===== config.mk =====
export PLATFORM = sky130hd
export DESIGN_NAME = ro_meas_sequencer
export DESIGN_NICKNAME = d
export VERILOG_FILES = /design/src/rtl/ro_meas_sequencer.sv
export SDC_FILE = /design/constraint.sdc
export NUM_CORES = 1
export LEC_CHECK = 0
export ABC_AREA = 1
export ABC_CLOCK_PERIOD_IN_PS = 2820
export CELL_PAD_IN_SITES_DETAIL_PLACEMENT = 0
export CELL_PAD_IN_SITES_GLOBAL_PLACEMENT = 2
export CORE_MARGIN = 3
export CORE_UTILIZATION = 36
export DETAILED_ROUTE_END_ITERATION = 12
export PLACE_DENSITY = 0.94
export SYNTH_ARGS = -nofsm -noshare
export SYNTH_HDL_FRONTEND = slang
export SYNTH_SLANG_ARGS = --single-unit

===== constraint.sdc =====
create_clock -name clk -period 2.82 [get_ports clk]
set_clock_uncertainty 0.1 [all_clocks]
set_input_delay 0.564 -clock clk [delete_from_list [all_inputs] [get_ports clk]]
set_output_delay 0.564 -clock clk [all_outputs]
set_load 0.03 [all_outputs]

===== src/rtl/ro_meas_sequencer.sv =====
// ro_meas_sequencer
//   Measurement scheduler for the ring-oscillator temperature sensor.
//   A run enables one oscillator and lets it settle, then opens 2^AVG_LOG2
//   fixed-length gate windows and sums the captured counts. The truncated
//   average goes out as a 3-byte frame over the UART handshake. Mode 2
//   repeats the whole run on the NAND oscillator after the inverter frame.
//
//   state  | meaning
//   IDLE   | waiting for start, oscillators off
//   SETTLE | oscillator running, counter held clear
//   GATE   | counter gate open for GATE_CYCLES cycles
//   CAPT   | accumulate the count, clear the counter
//   SEND   | wait for the UART to be free, then strobe the next byte
//   TXWAIT | wait for tx_busy to rise and then fall
//   DONE   | one-cycle completion pulse
//
// Ports
//   clk, rst_n      system clock, asynchronous active-low reset
//   start, abort    single-cycle run / abort requests
//   mode            0 inv, 1 nand, 2 inv then nand, 3 treated as 0
//   count           ring counter value (clk domain)
//   tx_busy         UART transmitter busy
//   en_inv, en_nand oscillator enables
//   osc_sel         counter path select (0 inv, 1 nand)
//   cnt_clr, cnt_en counter clear and gate
//   tx_start        one-cycle UART send strobe, tx_data valid with it
//   tx_data         byte to send
//   busy            high whenever the sequencer is not idle
//   done            one-cycle pulse at the end of a complete run
//   overflow        sticky: some captured count was all ones
module ro_meas_sequencer #(
  parameter int CNT_W         = 16,
  parameter int GATE_CYCLES   = 1000,
  parameter int SETTLE_CYCLES = 64,
  parameter int AVG_LOG2      = 3
) (
  input  logic             clk,
  input  logic             rst_n,
  input  logic             start,
  input  logic             abort,
  input  logic [1:0]       mode,
  input  logic [CNT_W-1:0] count,
  input  logic             tx_busy,
  output logic             en_inv,
  output logic             en_nand,
  output logic             osc_sel,
  output logic             cnt_clr,
  output logic             cnt_en,
  output logic             tx_start,
  output logic [7:0]       tx_data,
  output logic             busy,
  output logic             done,
  output logic             overflow
);

  localparam int ACC_W   = CNT_W + AVG_LOG2;
  localparam int TMR_MAX = (GATE_CYCLES > SETTLE_CYCLES) ? GATE_CYCLES : SETTLE_CYCLES;
  localparam int TMR_W   = $clog2(TMR_MAX + 1);
  localparam int IDX_W   = AVG_LOG2 + 1;

  localparam logic [IDX_W-1:0] IDX_LAST    = IDX_W'((1 << AVG_LOG2) - 1);
  localparam logic [TMR_W-1:0] SETTLE_LOAD = TMR_W'(SETTLE_CYCLES - 1);
  localparam logic [TMR_W-1:0] GATE_LOAD   = TMR_W'(GATE_CYCLES - 1);

  typedef enum logic [2:0] {
    S_IDLE, S_SETTLE, S_GATE, S_CAPT, S_SEND, S_TXWAIT, S_DONE
  } state_t;

  // Level outputs registered as a group; always loaded with the values
  // belonging to the state being entered, so they line up with the state.
  typedef struct packed {
    logic en_inv;
    logic en_nand;
    logic osc_sel;
    logic cnt_clr;
    logic cnt_en;
    logic busy;
  } lvl_t;

  function automatic lvl_t lvl_for(state_t s, logic osc);
    lvl_t l;
    logic osc_on;
    l       = '0;
    osc_on  = (s inside {S_SETTLE, S_GATE, S_CAPT, S_SEND, S_TXWAIT});
    l.busy  = (s != S_IDLE);
    l.cnt_clr = (s == S_SETTLE) || (s == S_CAPT);
    l.cnt_en  = (s == S_GATE);
    l.en_inv  = osc_on & ~osc;
    l.en_nand = osc_on & osc;
    l.osc_sel = osc_on & osc;
    return l;
  endfunction

  state_t           state;
  lvl_t             lvl;
  logic             osc_id;
  logic             two_pass;
  logic [TMR_W-1:0] tmr;
  logic [IDX_W-1:0] idx;
  logic [ACC_W-1:0] acc;
  logic [15:0]      avg_q;
  logic [1:0]       byte_idx;
  logic             busy_seen;

  logic [ACC_W-1:0] acc_sum;
  logic [7:0]       byte_cur;

  // acc is AVG_LOG2 bits wider than count, so 2^AVG_LOG2 samples never wrap.
  assign acc_sum = acc + ACC_W'(count);

  always_comb begin
    byte_cur = 8'h00;
    case (byte_idx)
      2'd0:    byte_cur = {4'hA, 2'b00, overflow, osc_id};
      2'd1:    byte_cur = avg_q[15:8];
      default: byte_cur = avg_q[7:0];
    endcase
  end

  always_ff @(posedge clk or negedge rst_n) begin
    if (!rst_n) begin
      state     <= S_IDLE;
      lvl       <= '0;
      osc_id    <= 1'b0;
      two_pass  <= 1'b0;
      tmr       <= '0;
      idx       <= '0;
      acc       <= '0;
      avg_q     <= '0;
      byte_idx  <= '0;
      busy_seen <= 1'b0;
      overflow  <= 1'b0;
      tx_start  <= 1'b0;
      tx_data   <= '0;
      done      <= 1'b0;
    end else begin
      tx_start <= 1'b0;
      done     <= 1'b0;
      if (abort && state != S_IDLE) begin
        // A strobe already on the wire stays; anything not yet sent is dropped.
        state <= S_IDLE;
        lvl   <= '0;
      end else begin
        case (state)
          S_IDLE: begin
            if (start) begin
              two_pass <= (mode == 2'd2);
              osc_id   <= (mode == 2'd1);
              acc      <= '0;
              idx      <= '0;
              overflow <= 1'b0;
              tmr      <= SETTLE_LOAD;
              state    <= S_SETTLE;
              lvl      <= lvl_for(S_SETTLE, (mode == 2'd1));
            end
          end

          S_SETTLE: begin
            if (tmr == '0) begin
              tmr   <= GATE_LOAD;
              state <= S_GATE;
              lvl   <= lvl_for(S_GATE, osc_id);
            end else begin
              tmr <= tmr - 1'b1;
            end
          end

          S_GATE: begin
            if (tmr == '0) begin
              state <= S_CAPT;
              lvl   <= lvl_for(S_CAPT, osc_id);
            end else begin
              tmr <= tmr - 1'b1;
            end
          end

          S_CAPT: begin
            acc <= acc_sum;
            if (count == '1) overflow <= 1'b1;
            if (idx != IDX_LAST) begin
              idx   <= idx + 1'b1;
              tmr   <= GATE_LOAD;
              state <= S_GATE;
              lvl   <= lvl_for(S_GATE, osc_id);
            end else begin
              // Truncating cast zero-extends narrow averages and keeps the
              // low 16 bits of wide ones.
              avg_q    <= 16'(acc_sum >> AVG_LOG2);
              byte_idx <= 2'd0;
              state    <= S_SEND;
              lvl      <= lvl_for(S_SEND, osc_id);
            end
          end

          S_SEND: begin
            if (!tx_busy) begin
              tx_start  <= 1'b1;
              tx_data   <= byte_cur;
              busy_seen <= 1'b0;
              state     <= S_TXWAIT;
              lvl       <= lvl_for(S_TXWAIT, osc_id);
            end
          end

          S_TXWAIT: begin
            // Full busy handshake: rising edge first, then the fall.
            if (!busy_seen) begin
              if (tx_busy) busy_seen <= 1'b1;
            end else if (!tx_busy) begin
              if (byte_idx != 2'd2) begin
                byte_idx <= byte_idx + 2'd1;
                state    <= S_SEND;
                lvl      <= lvl_for(S_SEND, osc_id);
              end else if (two_pass && !osc_id) begin
                osc_id <= 1'b1;
                acc    <= '0;
                idx    <= '0;
                tmr    <= SETTLE_LOAD;
                state  <= S_SETTLE;
                lvl    <= lvl_for(S_SETTLE, 1'b1);
              end else begin
                done  <= 1'b1;
                state <= S_DONE;
                lvl   <= lvl_for(S_DONE, osc_id);
              end
            end
          end

          S_DONE: begin
            state <= S_IDLE;
            lvl   <= '0;
          end

          default: begin
            state <= S_IDLE;
            lvl   <= '0;
          end
        endcase
      end
    end
  end

  assign en_inv  = lvl.en_inv;
  assign en_nand = lvl.en_nand;
  assign osc_sel = lvl.osc_sel;
  assign cnt_clr = lvl.cnt_clr;
  assign cnt_en  = lvl.cnt_en;
  assign busy    = lvl.busy;

endmodule


## Yosys cells after proc, flatten, opt, wreduce, memory -nomap -nowiden

Index checks and enable logic that the tools add are counted.

| cells by class | value |
|---|---|
| reductions and logical operators | 24 |
| multiplexer cells | 72 |
| add/subtract/negate cells | 4 |
| div/mod/pow operators | 0 |
| $mul | 0 |
| equal/unequal tests | 28 |
| shift-type cells | 0 |
| bitwise operators | 5 |
| order comparisons | 0 |

Operators by type and width:

| operator | count |
|---|---|
| $mux 19 | 5 |
| $mux 10 | 8 |
| $pmux 19 s3 | 1 |
| $pmux 10 s5 | 1 |
| $mux 6 | 8 |
| $pmux 6 s6 | 1 |
| $mux 3 | 10 |
| $mux 4 | 6 |
| $ne 2x2->1 const B | 12 |
| $add 19x16->19 | 1 |
| $mux 1 | 19 |
| $ne 3x3->1 const B | 6 |
| $pmux 3 s6 | 1 |
| $eq 16x16->1 const B | 1 |
| $pmux 8 s2 | 1 |
| $reduce_and 7->1 | 2 |
| $pmux 4 s3 | 1 |
| $reduce_and 3->1 | 4 |
| $reduce_and 6->1 | 2 |
| $logic_not 10->1 | 1 |
| $mux 2 | 5 |
| $sub 10x1->10 const B | 1 |
| $reduce_and 9->1 | 1 |
| $reduce_and 8->1 | 1 |
| 20 further kinds | 34 |

| storage, ports and cells | value |
|---|---|
| bits of input ports | 23 |
| logic and storage cells | 152 |
| bits in latches | 0 |
| bits in read-only memories | 0 |
| bits in registers | 74 |
| memories kept | 0 |
| output and inout bits | 17 |
| bits in writable memories | 0 |

## Longest topological paths before layout

| depth | value |
|---|---|
| depth after elaboration | 8 |
| gate-level depth with buffers | 12 |

## Worst setup path before layout

Ideal clock, no wire load.

| timing path | value |
|---|---|
| kind | input to register |
| start point | input port count[0] |
| end point | register avg_q[9] |
| slack | 0.746 ns |
| data required time | 2.594 ns |
| arrival time | 1.848 ns |
| stages | 10 |
| cell sequence | ha_1 -> fa_1 -> nand3_1 -> nand3_1 -> nand2_1 -> nand2_1 -> nand2_1 -> nand3b_1 -> nand3_1 -> o21ai_0 |

| on the way | value |
|---|---|
| cells in the longest elaborated chain, start to end | 1 |

Ends and longest elaborated chain:

| item | RTL line | source |
|---|---|---|
| start: declaration | 42 | `input logic [CNT_W-1:0] count,` |
| $add 19x16->19 | 109 | `assign acc_sum = acc + ACC_W'(count);` |
| end signal: assignment | 188 | `avg_q <= 16'(acc_sum >> AVG_LOG2);` |
| end: declaration | 101 | `logic [15:0] avg_q;` |

Every way passes these cells.
A chain may end at the register's enable or synchronous reset.

## Final worst setup path

| timing path | value |
|---|---|
| start point | input port count[0] |
| end point | register avg_q[3] |

The elaborated chain is that of the path after synthesis.

==> results_dict.tcl <==
set metrics [dict create \
    clkLatencyLatePin_ps 340 \
    post-layout-total-power_uw 5290 \
    worstPathArrival_ps 2580 \
    layout_worst_path_cycle_share_pct 85.9 \
    h_tree_levels 3 \
    r2r_path_start "state[2]" \
    initial_core_util_pct 37.2 \
    fin_tns_setup_ps 0 \
    cpMaxStageDelayCell "clkdlybuf4s50_1" \
    postSynthNetCount 667 \
    antenna_found_initial 0 \
    max-cap-violations 0 \
    gpl.final_weighted_congestion 0.856 \
    crit_path_frequent_cell "nand3_1" \
    cts_max_path_buffers 2 \
    timing_max_transition_violations_final 0 \
    setup.worst_path.class "input port to register" \
    post-route-util_pct 44.3 \
    clkSinkCount 73 \
    die-width_um 118 \
    synth-seq-cells 73 \
    run_status "complete, no violations" \
    place_hpwl_um 8770 \
    drcViolationCount 0 \
    end_kind "register" \
    tritoncts "done" \
    synth_warnings 0 \
    power.density_nw_per_um2 982 \
    clk_pin_slew_ps 60 \
    max_freq_mhz 413 \
    areaGrowthSynthToFinish_pct 19.1 \
    vias 4050 \
    critical_path.cell_chain "clkdlybuf4s50_1, ha_1, fa_1, nand3_1, nand3_1, a21oi_1, xnor2_1, nand2_1, o21ai_0" \
    core_region_area_sq_um 12200 \
    synth_sequential_area_ratio_pct 40.4 \
    dieHeight_um 118 \
    regToRegEndpoint "avg_q[0]" \
    power_leakage_uw 0.00277 \
    clock_tree.root_cell "clkbuf_16" \
    postRouteWirelength_um 11600 \
    grt_pass1_vias 4063 \
    ir_drop_uv 287 \
    seqPwrFrac_pct 29.9 \
    cp_data_required_time_ps 2970 \
    cts.repair.resized 0 \
    top_level_ports 40 \
    critical_path.max_stage_delay_ps 450 \
    finalCriticalPeriod_ps 2420 \
    die_outline_area_sq_um 13900 \
    vias_per_cell 4.82 \
    fin_nets 713 \
    power.switching_uw 2400 \
    tritoncts.num_buffers 9 \
    postCtsHoldBufs 0 \
    power.share.combinational_pct 49.3 \
    synthesized_cell_area_sq_um 4520 \
    post_drt_wl_per_cell_um 13.8 \
    p_int_uw 2890 \
    r2r_slack_ps 640 \
    fill_cells 1240 \
    buffer_ports.inserted 39 \
    grt_pass1_wl_um 19600 \
    max_slew_margin_pct 35.9 \
    postCtsSetupRepairBufs 0 \
    sw_frac_of_total_pct 45.3 \
    crit_fanout 3 \
    setup_violations 0 \
    synth_cells 622 \
    timing.critical_path.from_type "input port" \
    r2r.worst_path.cells 9 \
    firstDrtPassIters 4 \
    antenna_violating_nets_post_route 0 \
    globalRouteOverflowTotal 0 \
    hold_path.class "input port to asynchronous set/reset pin" \
    avgSynthCellArea_sq_um 7.27 \
    grt_max_degree 74 \
    post_route_cells_drive_above_1_share_pct 6.69 \
    fp-row-count 40 \
    ys_types 36 \
    worstMarginPinSlew_ps 961 \
    finalHoldViolations 0 \
    setup_repair_after_global_routing_missed_its_margin "false" \
    grt.total_usage_pct 17.4 \
    num_antenna_cells 0 \
    clockPowerShare_pct 20.8 \
    initialDrtViolationCount 185 \
]
==> stage by stage <==
stage          std cells  area [sq um]  hold WS (ps)  setup slack (ps)
2_1_floorplan        622          4520           168               746
5_1_grt              841          5380           359               310
3_5_place_dp         825          5100           359              80.7
6_report             841          5380           277               399
3_3_place_gp         825          5100           354               108
4_1_cts              841          5380           318               425
==> cells in the mapped netlist (all sizes together) <==
| cell type | number | area (sq um) |
|---|---|---|
| nand2 | 223 | 870 |
| dfrtp | 73 | 1830 |
| inv | 73 | 274 |
| nand3 | 54 | 275 |
| nor2 | 51 | 245 |
| o21ai | 44 | 220 |
| a21oi | 24 | 120 |
| ha | 21 | 263 |
| nand4 | 8 | 50.1 |
| xor2 | 8 | 70.1 |
| buf | 7 | 43.8 |
| xnor2 | 7 | 61.3 |
| nor3 | 6 | 30.0 |
| nand3b | 4 | 30.0 |
| a22oi | 3 | 22.5 |
| o22ai | 3 | 18.8 |
| and2 | 2 | 12.5 |
| nor3b | 2 | 15.0 |
| o221ai | 2 | 17.5 |
| a211oi | 1 | 7.51 |
| a31oi | 1 | 6.26 |
| clkbuf | 1 | 3.75 |
| clkinv | 1 | 3.75 |
| fa | 1 | 20.0 |
| o21a | 1 | 7.51 |
| or2 | 1 | 6.26 |
==> critical path, delay by kind of cell <==
kind / cells / cell delay, ps
compound gates: 2 / 320
xor+xnor: 1 / 210
simple gates: 3 / 310
fa+ha+maj: 2 / 720
buf+inv: 1 / 450
==> worst max-delay path by stage <==
stage | start | cells past startpoint | endpoint
floorplan | count[0] | 10 | avg_q[9]
global placement | count[0] | 9 | avg_q[3]
detailed placement | count[0] | 9 | avg_q[3]
CTS | count[0] | 9 | avg_q[3]
global route | count[0] | 11 | avg_q[9]
finish | count[0] | 9 | avg_q[3]
==> cells in the final DEF, fill, tap and decap left out, types with 4 or more instances in the layout <==
| master | count |
|---|---|
| nor3_1 | 6 |
| nand3b_1 | 4 |
| nand2_1 | 216 |
| inv_2 | 5 |
| clkbuf_16 | 9 |
| nand4_1 | 8 |
| xnor2_1 | 7 |
| xor2_1 | 8 |
| clkdlybuf4s50_1 | 38 |
| inv_1 | 68 |
| nor2_2 | 6 |
| a21oi_1 | 24 |
| ha_1 | 21 |
| dfrtp_1 | 73 |
| o21ai_0 | 40 |
| nand2_2 | 4 |
| nor2_1 | 41 |
| nand3_1 | 53 |
| buf_4 | 5 |
| o21ai_1 | 4 |
==> flip-flops by register name, indices dropped and copies added (netlist names), 2 cells and up <==
name	flops
acc	19
avg_q	16
tmr	10
tx_data	8
idx	4
state	3
byte_idx	2
==> routing by layer <==
metal | vias to the layer above | GRT usage [%] | routed length, um
met5 | - | 0 | 0
met4 | 0 | 5.86 | 208
met3 | 12 | 3.75 | 475
met2 | 71 | 28.5 | 5380
met1 | 1866 | 22.8 | 5540
li1 | 2101 | - | -
==> final cells by class <==
cell class              instances  area [sq um]  share of cell area (%)
multi-input cells             467          2370                    44.0
flip-flops and latches         73          1830                    33.9
repair buffers                 43           418                    7.76
well taps                     168           210                    3.91
clock buffers                  10           239                    4.44
clock inverters                 6          42.5                   0.790
inverters                      74           278                    5.16
==> power groups by stage <==
stage | clock, uW | sequential, uW | combinational, uW
after floorplan | 0 | 1720 | 1710
after global placement | 0 | 1590 | 2600
after detailed placement | 0 | 1600 | 2620
after CTS | 1120 | 1580 | 2640
after global routing | 1170 | 1630 | 2960
final | 1100 | 1580 | 2610
==> kinds of logic after synthesis <==
kind of cell               Yosys count  synth area share, %
AOI/OAI and AO/OA                   79                 9.30
buffers and inverters               82                 7.20
adders and majority gates           22                 6.26
DFF                                 73                 40.4
xor gates and xnor gates            15                 2.91
and+or+nand+nor                    351                 33.9
(Power assumes the default switching activity.)
==> patch, RTL diff (config.mk and constraints unchanged) <==
Add an input register stage for `start`, `abort`, `mode`, `count` and `tx_busy`, without a reset; this delays them by one clock. Comments in the files are not updated.
--- a/src/rtl/ro_meas_sequencer.sv
+++ b/src/rtl/ro_meas_sequencer.sv
@@ -78,4 +78,18 @@
   } lvl_t;
 
+  logic start_q;
+  logic abort_q;
+  logic [1:0] mode_q;
+  logic [CNT_W-1:0] count_q;
+  logic tx_busy_q;
+
+  always_ff @(posedge clk) begin
+    start_q   <= start;
+    abort_q   <= abort;
+    mode_q    <= mode;
+    count_q   <= count;
+    tx_busy_q <= tx_busy;
+  end
+
   function automatic lvl_t lvl_for(state_t s, logic osc);
     lvl_t l;
@@ -107,5 +121,5 @@
 
   // acc is AVG_LOG2 bits wider than count, so 2^AVG_LOG2 samples never wrap.
-  assign acc_sum = acc + ACC_W'(count);
+  assign acc_sum = acc + ACC_W'(count_q);
 
   always_comb begin
@@ -137,5 +151,5 @@
       tx_start <= 1'b0;
       done     <= 1'b0;
-      if (abort && state != S_IDLE) begin
+      if (abort_q && state != S_IDLE) begin
         // A strobe already on the wire stays; anything not yet sent is dropped.
         state <= S_IDLE;
@@ -144,7 +158,7 @@
         case (state)
           S_IDLE: begin
-            if (start) begin
-              two_pass <= (mode == 2'd2);
-              osc_id   <= (mode == 2'd1);
+            if (start_q) begin
+              two_pass <= (mode_q == 2'd2);
+              osc_id   <= (mode_q == 2'd1);
               acc      <= '0;
               idx      <= '0;
@@ -152,5 +166,5 @@
               tmr      <= SETTLE_LOAD;
               state    <= S_SETTLE;
-              lvl      <= lvl_for(S_SETTLE, (mode == 2'd1));
+              lvl      <= lvl_for(S_SETTLE, (mode_q == 2'd1));
             end
           end
@@ -177,5 +191,5 @@
           S_CAPT: begin
             acc <= acc_sum;
-            if (count == '1) overflow <= 1'b1;
+            if (count_q == '1) overflow <= 1'b1;
             if (idx != IDX_LAST) begin
               idx   <= idx + 1'b1;
@@ -194,5 +208,5 @@
 
           S_SEND: begin
-            if (!tx_busy) begin
+            if (!tx_busy_q) begin
               tx_start  <= 1'b1;
               tx_data   <= byte_cur;
@@ -206,6 +220,6 @@
             // Full busy handshake: rising edge first, then the fall.
             if (!busy_seen) begin
-              if (tx_busy) busy_seen <= 1'b1;
-            end else if (!tx_busy) begin
+              if (tx_busy_q) busy_seen <= 1'b1;
+            end else if (!tx_busy_q) begin
               if (byte_idx != 2'd2) begin
                 byte_idx <= byte_idx + 2'd1;
Check against the original RTL: not equivalent (Yosys sat finds a counterexample within 4 cycles, from zero or initial values and one cycle with rst_n low).
==> patch against the original RTL <==
  * Total power increased by 2.8%
  * Design area increased by 10%
  * Routed wire length increased by 5.8%
  * Area after synthesis increased by 12%
  * Sequential power increased by 14%
  * Synthesized cell count increased by 7.4%
  * Worst setup slack improved by 0.15 ns
  * Global-route usage decreased by 0.68 points
  * Final cell count increased by 5.5%
  * Worst hold slack got worse by 0.18 ns
  * Clock power increased by 16%
  * Sequential cell count increased by 21
  * Utilization decreased by 0.38 points
==> patch: results (changes against the original RTL) <==
| Metric | Value |
|---|---|
| Post-Place Cells | `872 (was 825)` |
| Post-DP HPWL | `9330 um (was 8770 um)` |
| Synth cell types | `38 (was 36)` |
| RR Endpoint | `acc[2]$_DFFE_PN0P_ (was avg_q[0]$_DFFE_PN0P_)` |
| All-Layer GR Usage | `16.7% (was 17.4%)` |
| Synth top cells by count | `232 x nand2_1, 73 x dfrtp_1, 62 x nand3_1 (was 216 x nand2_1, 73 x dfrtp_1, 68 x inv_1)` |
| Vias per cell | `4.84 (was 4.82)` |
| Via count | `4297 (was 4050)` |
| VDD IR max | `0.000317 V (was 0.000287 V)` |
| Status | `finished clean (unchanged)` |
| Vias in the first global route | `4197 (was 4063)` |
| Top Layer Used | `met5 (was met4)` |
| Area after DPL | `5620 um^2 (was 5100 um^2)` |
| Final hold slack | `0.0975 ns (was 0.277 ns)` |
| GPL Wtd Cong | `0.835 (was 0.856)` |
| Worst slack, placed | `0.593 ns (was 0.0807 ns)` |
| Layout cells sized above 1 | `6.61% (was 6.69%)` |
| Nets | `752 (was 713)` |
| First-pass GRT wire length | `21200 um (was 19600 um)` |
| Filler Cell Count | `1334 (was 1240)` |
| Initial antenna violation count | `1 (was 0)` |
| M1 WL | `5890 um (was 5540 um)` |
| Cts bufs inserted | `9 (unchanged)` |
| Asr flop ratio synth | `77.7% (was 100%)` |
| Syn Inst Count | `668 (was 622)` |
| Met2 wire len | `5540 um (was 5380 um)` |
| DR WL met3 | `553 um (was 475 um)` |
| DR iter-0 viols | `357 (was 185)` |
| Routed wire length | `12300 um (was 11600 um)` |
| Leak | `3.04 nW (was 2.77 nW)` |
| Worst Max-Slew Pin Slew | `0.445 ns (was 0.961 ns)` |
| Maximum fanout along the worst path | `24 (was 3)` |
| Seq/Total Area, Yosys | `44.2% (was 40.4%)` |
| Top Registers | `acc: 19 flops, avg_q: 16 flops, count_q: 16 flops (was acc: 19 flops, avg_q: 16 flops, tmr: 10 flops)` |
| N_diodes | `0 (unchanged)` |
| Mapped Nets | `713 (was 667)` |
| Worst R2R Setup Slack | `0.55 ns (was 0.64 ns)` |
| DRT Pass-1 Iters | `5 (was 4)` |
| Crit-path max cell delay | `0.46 ns` |
| CP arrival | `2.44 ns (was 2.58 ns)` |
| Max stage delay cell, worst path | `dfrtp_1 (was clkdlybuf4s50_1)` |
| CP delay by family, top | `simple AND/OR/NAND/NOR gates (was adder cells)` |
## patch: cell count changes after synthesis, moves of 4 or more
cell     before  now
dfxtp_1       0   21
nand2_1     216  232
nand3_1      53   62
inv_1        68   60
o21ai_1       4   12
a21oi_1      24   28
or2_2         1    5
nor2_1       41   47
o21ai_0      40   28
## patch: final cells by class
type	instances	area [um^2]	area share, %
Clock buffer	11	233	3.93
Tap cell	176	220	3.72
Timing Repair Buffer	40	408	6.88
Inverter	67	254	4.29
Sequential cell	94	2250	37.9
Multi-Input combinational cell	495	2490	42.0
Clock inverter	4	72.6	1.22
## patch: layer usage
metal	GRT usage [%]	vias up
met5	0	-
met4	5.42	2
met3	4.59	20
met2	25.9	83
met1	22.7	1975
li1	-	2217
## patch: worst max-delay path by stage
stage	endpoint	slack (ns)	start
final	acc[2]$_DFFE_PN0P_	0.55	state[2]$_DFFE_PN0P_
after global routing	acc[4]$_DFFE_PN0P_	0.32	state[2]$_DFFE_PN0P_
after CTS	acc[2]$_DFFE_PN0P_	0.55	state[2]$_DFFE_PN0P_
after detailed placement	acc[4]$_DFFE_PN0P_	0.59	state[2]$_DFFE_PN0P_
after global placement	acc[2]$_DFFE_PN0P_	0.70	state[2]$_DFFE_PN0P_
after floorplan	acc[16]$_DFFE_PN0P_	0.99	acc[0]$_DFFE_PN0P_
## patch: cells by family after synthesis
logic type,Yosys count,share of synthesized area (%)
and+or+nand+nor,387,33.8
DFF,94,44.2
buffers and inverters,79,6.75
AOI/OAI and AO/OA,73,7.44
adders and majority gates,22,5.57
xor gates and xnor gates,13,2.24
## patch: power by group
part | switching (mW) | leakage, nW | internal [mW]
combinational | 1.56 | 1.74 | 0.786
sequential | 0.199 | 1.16 | 1.60
clock | 0.511 | 0.146 | 0.771
